**config.mk**
```make
export PLATFORM = sky130hd
export DESIGN_NAME = wb_regfile_flat
export DESIGN_NICKNAME = d
export VERILOG_FILES = /design/src/rtl/wb_regfile_pkg.sv /design/src/rtl/wb_regfile_if.sv /design/src/rtl/wb_regfile_read_port.sv /design/src/rtl/wb_regfile.sv /design/src/flat_wrapper.sv
export SDC_FILE = /design/constraint.sdc
export NUM_CORES = 2
export LEC_CHECK = 0
export CORE_AREA = 2 2 399 362
export DETAILED_ROUTE_END_ITERATION = 8
export DIE_AREA = 0 0 401 364
export SYNTH_ARGS = -nofsm -noshare
export SYNTH_HDL_FRONTEND = slang
export SYNTH_SLANG_ARGS = --single-unit
```
**constraint.sdc**
```tcl
create_clock -name clk -period 3.5 [get_ports clk]
set_input_delay 1.05 -clock clk [delete_from_list [all_inputs] [get_ports clk]]
set_output_delay 1.05 -clock clk [all_outputs]
set_load 0.005 [all_outputs]
```
**src/rtl/wb_regfile_pkg.sv**
```systemverilog
// Shared constants for the write-back register file.
// Trace and error message formats live here so every user prints the same text.
package wb_regfile_pkg;

    localparam int GRF_AW = 5;
    localparam int ZERO_REG = 0;
    localparam int GRF_DEPTH = 2 ** GRF_AW;

    localparam logic [1:0] TNEW_READY = 2'd0;

    localparam string TRACE_FMT = "@%08h: $%02d <= %08h";
    localparam string ERR_FMT = "GRF ERR @%08h";

endpackage

```
**src/rtl/wb_regfile_if.sv**
```systemverilog
// W-stage write bundle, decode read ports and status outputs of the GRF.
// master drives writes and read addresses; slave is the register file.
interface wb_regfile_if #(
    parameter int DW = 32,
    parameter int AW = 5,
    parameter int CNT_W = 32
);

    logic             RegWE_i;
    logic [AW-1:0]    a3_i;
    logic [DW-1:0]    wd_i;
    logic [31:0]      pc_i;
    logic [1:0]       Tnew_i;
    logic [AW-1:0]    a1_i;
    logic [AW-1:0]    a2_i;
    logic [DW-1:0]    rd1_o;
    logic [DW-1:0]    rd2_o;
    logic [CNT_W-1:0] wcnt_o;
    logic             err_o;

    modport master (
        output RegWE_i, a3_i, wd_i, pc_i, Tnew_i,
        output a1_i, a2_i,
        input  rd1_o, rd2_o, wcnt_o, err_o
    );

    modport slave (
        input  RegWE_i, a3_i, wd_i, pc_i, Tnew_i,
        input  a1_i, a2_i,
        output rd1_o, rd2_o, wcnt_o, err_o
    );

endinterface

```
**src/rtl/wb_regfile_read_port.sv**
```systemverilog
// One combinational GRF read port with W-stage write-before-read bypass.
// Register 0 always reads zero regardless of array or bypass contents.
module grf_read_port
    import wb_regfile_pkg::*;
#(
    parameter int DW = 32,
    parameter int AW = 5
) (
    input  logic [AW-1:0] addr,
    input  logic          byp_en,
    input  logic [AW-1:0] byp_addr,
    input  logic [DW-1:0] byp_data,
    input  logic [DW-1:0] arr_data,
    output logic [DW-1:0] rdata
);

    // Select zero, the in-flight write, or the stored value.
    always_comb begin
        rdata = arr_data;
        priority case (1'b1)
            (addr == AW'(ZERO_REG)):
                rdata = '0;
            (byp_en && (addr == byp_addr)):
                rdata = byp_data;
            default:
                rdata = arr_data;
        endcase
    end

endmodule

```
**src/rtl/wb_regfile.sv**
```systemverilog
// General-purpose register file fed by the W stage, with commit counter
// and sticky Tnew error flag. Define GRF_TRACE_EN to print commit traces.
module wb_regfile
    import wb_regfile_pkg::*;
#(
    parameter int DW = 32,
    parameter int AW = 5,
    parameter int CNT_W = 32
) (
    input  logic         clk,
    input  logic         reset,
    wb_regfile_if.slave  bus
);

    localparam int DEPTH = (AW == GRF_AW) ? GRF_DEPTH : (1 << AW);

    logic [DW-1:0]    regs [DEPTH];
    logic [CNT_W-1:0] wcnt_q;
    logic             err_q;
    logic             commit;
    logic             tnew_bad;
    logic [DW-1:0]    arr1;
    logic [DW-1:0]    arr2;
    logic             unused_pc;

    // Gated by reset so the bypass cannot leak data while the array is held clear.
    assign commit = bus.RegWE_i
                 && (bus.a3_i != AW'(ZERO_REG))
                 && reset;

    assign tnew_bad = bus.RegWE_i
                   && (bus.Tnew_i != TNEW_READY);

    assign unused_pc = ^bus.pc_i;

    // Register array; entry 0 is cleared on reset and never written.
    always_ff @(posedge clk or negedge reset) begin
        if (!reset) begin
            for (int i = 0; i < DEPTH; i++) begin
                regs[i] <= '0;
            end
        end else if (commit) begin
            regs[bus.a3_i] <= bus.wd_i;
        end
    end

    // Committed-write counter, wrapping naturally at its width.
    always_ff @(posedge clk or negedge reset) begin
        if (!reset) begin
            wcnt_q <= '0;
        end else if (commit) begin
            wcnt_q <= wcnt_q + CNT_W'(1);
        end
    end

    // Sticky flag for writebacks whose result was not ready.
    always_ff @(posedge clk or negedge reset) begin
        if (!reset) begin
            err_q <= 1'b0;
        end else if (tnew_bad) begin
            err_q <= 1'b1;
        end
    end

    assign arr1 = regs[bus.a1_i];
    assign arr2 = regs[bus.a2_i];

    grf_read_port #(
        .DW(DW),
        .AW(AW)
    ) u_rp1 (
        .addr     (bus.a1_i),
        .byp_en   (commit),
        .byp_addr (bus.a3_i),
        .byp_data (bus.wd_i),
        .arr_data (arr1),
        .rdata    (bus.rd1_o)
    );

    grf_read_port #(
        .DW(DW),
        .AW(AW)
    ) u_rp2 (
        .addr     (bus.a2_i),
        .byp_en   (commit),
        .byp_addr (bus.a3_i),
        .byp_data (bus.wd_i),
        .arr_data (arr2),
        .rdata    (bus.rd2_o)
    );

    assign bus.wcnt_o = wcnt_q;
    assign bus.err_o = err_q;

`ifdef GRF_TRACE_EN
    // Commit trace and first-error report, in commit order.
    always @(posedge clk) begin
        if (commit) begin
            $display(TRACE_FMT, bus.pc_i, bus.a3_i, bus.wd_i);
        end
        if (reset && tnew_bad && !err_q) begin
            $display(ERR_FMT, bus.pc_i);
        end
    end
`else
`endif

endmodule

```
**src/flat_wrapper.sv**
```systemverilog
// flat-port wrapper written by rule: the top's interface ports become plain ports
module wb_regfile_flat import wb_regfile_pkg::*;
#(
    parameter int DW = 32,
    parameter int AW = 5,
    parameter int CNT_W = 32
)
  (clk, reset, bus_RegWE_i, bus_a3_i, bus_wd_i, bus_pc_i, bus_Tnew_i, bus_a1_i, bus_a2_i, bus_rd1_o, bus_rd2_o, bus_wcnt_o, bus_err_o);
  wb_regfile_if #(.DW(DW), .AW(AW), .CNT_W(CNT_W)) bus_i ();
  input  logic clk;
  input  logic reset;
  input wire logic [$bits(bus_i.RegWE_i)-1:0] bus_RegWE_i;
  input wire logic [$bits(bus_i.a3_i)-1:0] bus_a3_i;
  input wire logic [$bits(bus_i.wd_i)-1:0] bus_wd_i;
  input wire logic [$bits(bus_i.pc_i)-1:0] bus_pc_i;
  input wire logic [$bits(bus_i.Tnew_i)-1:0] bus_Tnew_i;
  input wire logic [$bits(bus_i.a1_i)-1:0] bus_a1_i;
  input wire logic [$bits(bus_i.a2_i)-1:0] bus_a2_i;
  output wire logic [$bits(bus_i.rd1_o)-1:0] bus_rd1_o;
  output wire logic [$bits(bus_i.rd2_o)-1:0] bus_rd2_o;
  output wire logic [$bits(bus_i.wcnt_o)-1:0] bus_wcnt_o;
  output wire logic [$bits(bus_i.err_o)-1:0] bus_err_o;
  assign bus_i.RegWE_i = bus_RegWE_i;
  assign bus_i.a3_i = bus_a3_i;
  assign bus_i.wd_i = bus_wd_i;
  assign bus_i.pc_i = bus_pc_i;
  assign bus_i.Tnew_i = bus_Tnew_i;
  assign bus_i.a1_i = bus_a1_i;
  assign bus_i.a2_i = bus_a2_i;
  assign bus_rd1_o = bus_i.rd1_o;
  assign bus_rd2_o = bus_i.rd2_o;
  assign bus_wcnt_o = bus_i.wcnt_o;
  assign bus_err_o = bus_i.err_o;
  wb_regfile #(.DW(DW), .AW(AW), .CNT_W(CNT_W)) u_core (.clk(clk), .reset(reset), .bus(bus_i));
endmodule
```
==> run metrics <==
total core area=142000 um2; initial antenna violation count=2; CP required=2.45 ns; Final #Nets=4705; Comb pwr share=20.0%; Iteration-0 DRC Markers=4333; layout cells sized above 1=61.2%; sequential fraction of design power=42.4%; all-layer global routing usage=28.3%; #FFs+latches synth=1057; FP Rows=132; register area share after synthesis=46.9%; Final Cell Area=74800 um2; setup violation total in the final timing report=64; final WL=210000 um; largest net degree at the start of global routing=167; drt pass-1 iters=5; fin crit share=118%; asr flop ratio synth=100%; Max FO, Critical Path=6; Placed Area=64400 um2; Avg Synthesized Cell Area=14.2 um2; Synth Area in Compound Gates=6.18%; Synth Warn #=0; status=finished, violations left; crit path kind=in2out; Switching Share=27.4%; drt wl/cell=31.8 um; Hold WS=0.398 ns; later-pin clock latency in the skew report=0.73 ns; global-route wire length before repair=302000 um; Internal=25.7 mW; synthesized cell area=56300 um2; Clock Tree Root=clkbuf_16; count of max-cap constraint violations=0; Hold Fails Final Rpt=0; type of the tightest min-delay check=in2async; Fmax=242 MHz; P_leak=33.3 nW; Synth area leaders=dfrtp_1 47%, mux2_2 21%, mux4_2 15%; pwr/cell area=473 nW/um2; failing checks=negative setup slack; Slew Limit Fails=0; die height=364 um; Clock Skews=0.0125 ns; Syn Nets=4056; Max VDD drop=0.428 mV; main combinational cell family by area after synthesis=multiplexers; Clk pwr share=37.6%; CP Capture Type=output port; vias in the first global route=41216; Reg2Reg Depth=6; Clock transition at path regs=0.06 ns; Longest Clk Path Bufs=3; GPL Wtd Cong=0.875; DRC=0; fin crit period=4.13 ns; IO Count=181; commonest register cell after synthesis=dfrtp_1; starting density of the core=39.6%; HPWL after detailed placement=128000 um; Die Width=401 um; number of port buffers=148; EDFF count, synth=0; Mapped Cells=3971; total number of vias=41214; Tightest Pin Transition=1.10 ns; TritonCTS buffer count=117; H-tree Lvls=3; Worst EP arrival=3.08 ns; area grow syn2layout=32.8%; XOR/XNOR share of the synthesized area=0.637%; final worst-path setup slack=-0.628 ns; post-synthesis simple-gate area fraction=2.52%; Yosys top cell area share=46.9%; post-synthesis mux area share=39.8%; Yosys cell types=56; Num Clock Sinks=1057; Via density=6.25; ANT nets after route=0; cell taking the most area after synthesis=dfrtp_1; Post-Synth Adder-Cell Area=0.0222%; Ant. Diodes=0; Sw Pwr=9.71 mW; Startpoint Class=input pin; GR Overflow Total=0; CTS tree=yes; worst rel slew slack=26.6%; die area=146000 um2; RSZ-0062 raised after global routing=yes
[logic make-up after synthesis]
| kind of cell | after synthesis |
|---|---|
| xor gates and xnor gates | 41 |
| adders and majority gates | 1 |
| muxes | 1636 |
| DFF | 1057 |
| buffers and inverters | 448 |
| and+or+nand+nor | 289 |
| AOI/OAI and AO/OA | 499 |
[power groups by stage]
stage                     Sequential (mW)  Combinational (mW)  Clock (mW)
final                                15.0                7.08        13.3
after global routing                 15.2                7.47        14.0
after CTS                            14.9                6.70        13.5
after detailed placement             15.1                6.05           0
after global placement               15.1                5.95           0
after floorplan                      14.7                3.98           0
[final timing paths]
path	end	startpoint	slack (ns)
hold reg to reg	u_core.regs[1023]$_DFFE_PN0P_	u_core.regs[1023]$_DFFE_PN0P_	0.40
setup reg to reg	u_core.bus.wcnt_o[28]$_DFFE_PN0P_	u_core.bus.wcnt_o[0]$_DFFE_PN0P_	1.43
hold / removal	u_core.bus.wcnt_o[24]$_DFFE_PN0P_	reset	0.40
setup / recovery	bus_rd2_o[4]	bus_a2_i[1]	-0.63
max in group asynchronous	u_core.regs[772]$_DFFE_PN0P_	reset	0.93
min in group clk	u_core.regs[1023]$_DFFE_PN0P_	u_core.regs[1023]$_DFFE_PN0P_	0.40
[cells in the final DEF, fill, tap and decap left out, types with 10 or more instances in the layout]
cell,Yosys,routed
o22ai_1,130,45
buf_4,41,432
clkbuf_8,0,28
buf_2,142,53
clkbuf_1,211,16
o22ai_4,0,23
o22a_1,32,27
nand2_1,40,29
mux2_2,1041,1040
xor2_1,24,24
nor2b_1,12,12
a22oi_1,34,25
mux4_2,379,379
clkdlybuf4s50_1,0,67
o211ai_1,43,43
nor2_2,0,12
mux2i_1,213,206
o21ai_2,0,25
a221oi_2,0,20
nor2_1,129,82
nand3_1,15,12
nor2_4,0,35
clkbuf_16,0,126
buf_16,0,42
buf_8,0,49
o21ai_1,1,38
a21oi_2,1,29
dfrtp_1,1057,1057
buf_6,24,109
a221oi_1,47,25
o22ai_2,0,62
o21ai_0,97,30
a221o_1,10,10
clkinv_2,0,20
bufinv_16,0,14
buf_12,0,202
xnor2_1,17,16
or4_4,0,11
[synth_stat cells (all sizes together) (7+ instances only)]
| library cell | number |
|---|---|
| a2111oi | 7 |
| a211oi | 11 |
| a21oi | 41 |
| a221o | 10 |
| a221oi | 47 |
| a22o | 8 |
| a22oi | 34 |
| a31oi | 10 |
| and3 | 9 |
| buf | 232 |
| clkbuf | 211 |
| dfrtp | 1057 |
| mux2 | 1044 |
| mux2i | 213 |
| mux4 | 379 |
| nand2 | 40 |
| nand2b | 12 |
| nand3 | 15 |
| nand4 | 10 |
| nor2 | 129 |
| nor2b | 12 |
| nor3 | 19 |
| nor3b | 7 |
| nor4 | 12 |
| o211ai | 43 |
| o21ai | 98 |
| o221a | 15 |
| o22a | 32 |
| o22ai | 130 |
| o41ai | 7 |
| or4 | 12 |
| xnor2 | 17 |
| xor2 | 24 |
[area by class of cell]
cell class | count | area (um2)
inverters | 5 | 18.8
well taps | 1876 | 2350
multi-input cells | 2466 | 30100
clock inverters | 50 | 737
fillers | 11703 | 67600
flip-flops and latches | 1057 | 26500
repair buffers | 973 | 11700
clock buffers | 162 | 3400
[flip-flops by register name (all words and copies together) (netlist names)]
name,flops
u_core.bus.wcnt_o,32
u_core.regs,1024
u_core.bus.err_o,1
[worst max-delay path: stages]
cell and delay, ns:
buf_16 0.13, buf_12 0.13, buf_16 0.12, buf_12 0.13, buf_16 0.13, buf_12 0.13
mux4_2 0.33, o22ai_1 0.07, or4_4 0.43, a31oi_1 0.16, buf_4 0.16, buf_6 0.09
[per-layer routing]
layer | vias up | share of wire (%) | global-route usage (%)
met1 | 22144 | 42 | 39.4
met5 | - | 0.0062 | 0
li1 | 16635 | - | -
met4 | 2 | 3.7 | 10.4
met3 | 450 | 9.0 | 6.87
met2 | 1983 | 45 | 43.0
[through the flow]
stage	std cells	utilization, %	total power [mW]	setup WS, ns	setup TNS, ns
after CTS	6486	51.1	35.1	-0.759	-30.38
after floorplan	3971	-	18.7	-0.0230	-0.0747
after global routing	6589	52.5	36.7	-0.656	-30.65
after global placement	6082	45.2	21.0	-1.49	-64.74
final	6589	52.5	35.4	-0.628	-28.47
after detailed placement	6082	45.2	21.2	-1.44	-65.49
[what timing repair did]
action / in CTS / in global routing
endpoints found under the hold margin: 0 / 0
pin swaps: 186 / 194
hold buffers: 0 / 0
gates resized for setup: 736 / 326
buffers inserted: 186 / 132
gates cloned: 27 / 8
endpoints found under the setup margin: 64 / 64
Power figures use the tool's default switching activity.
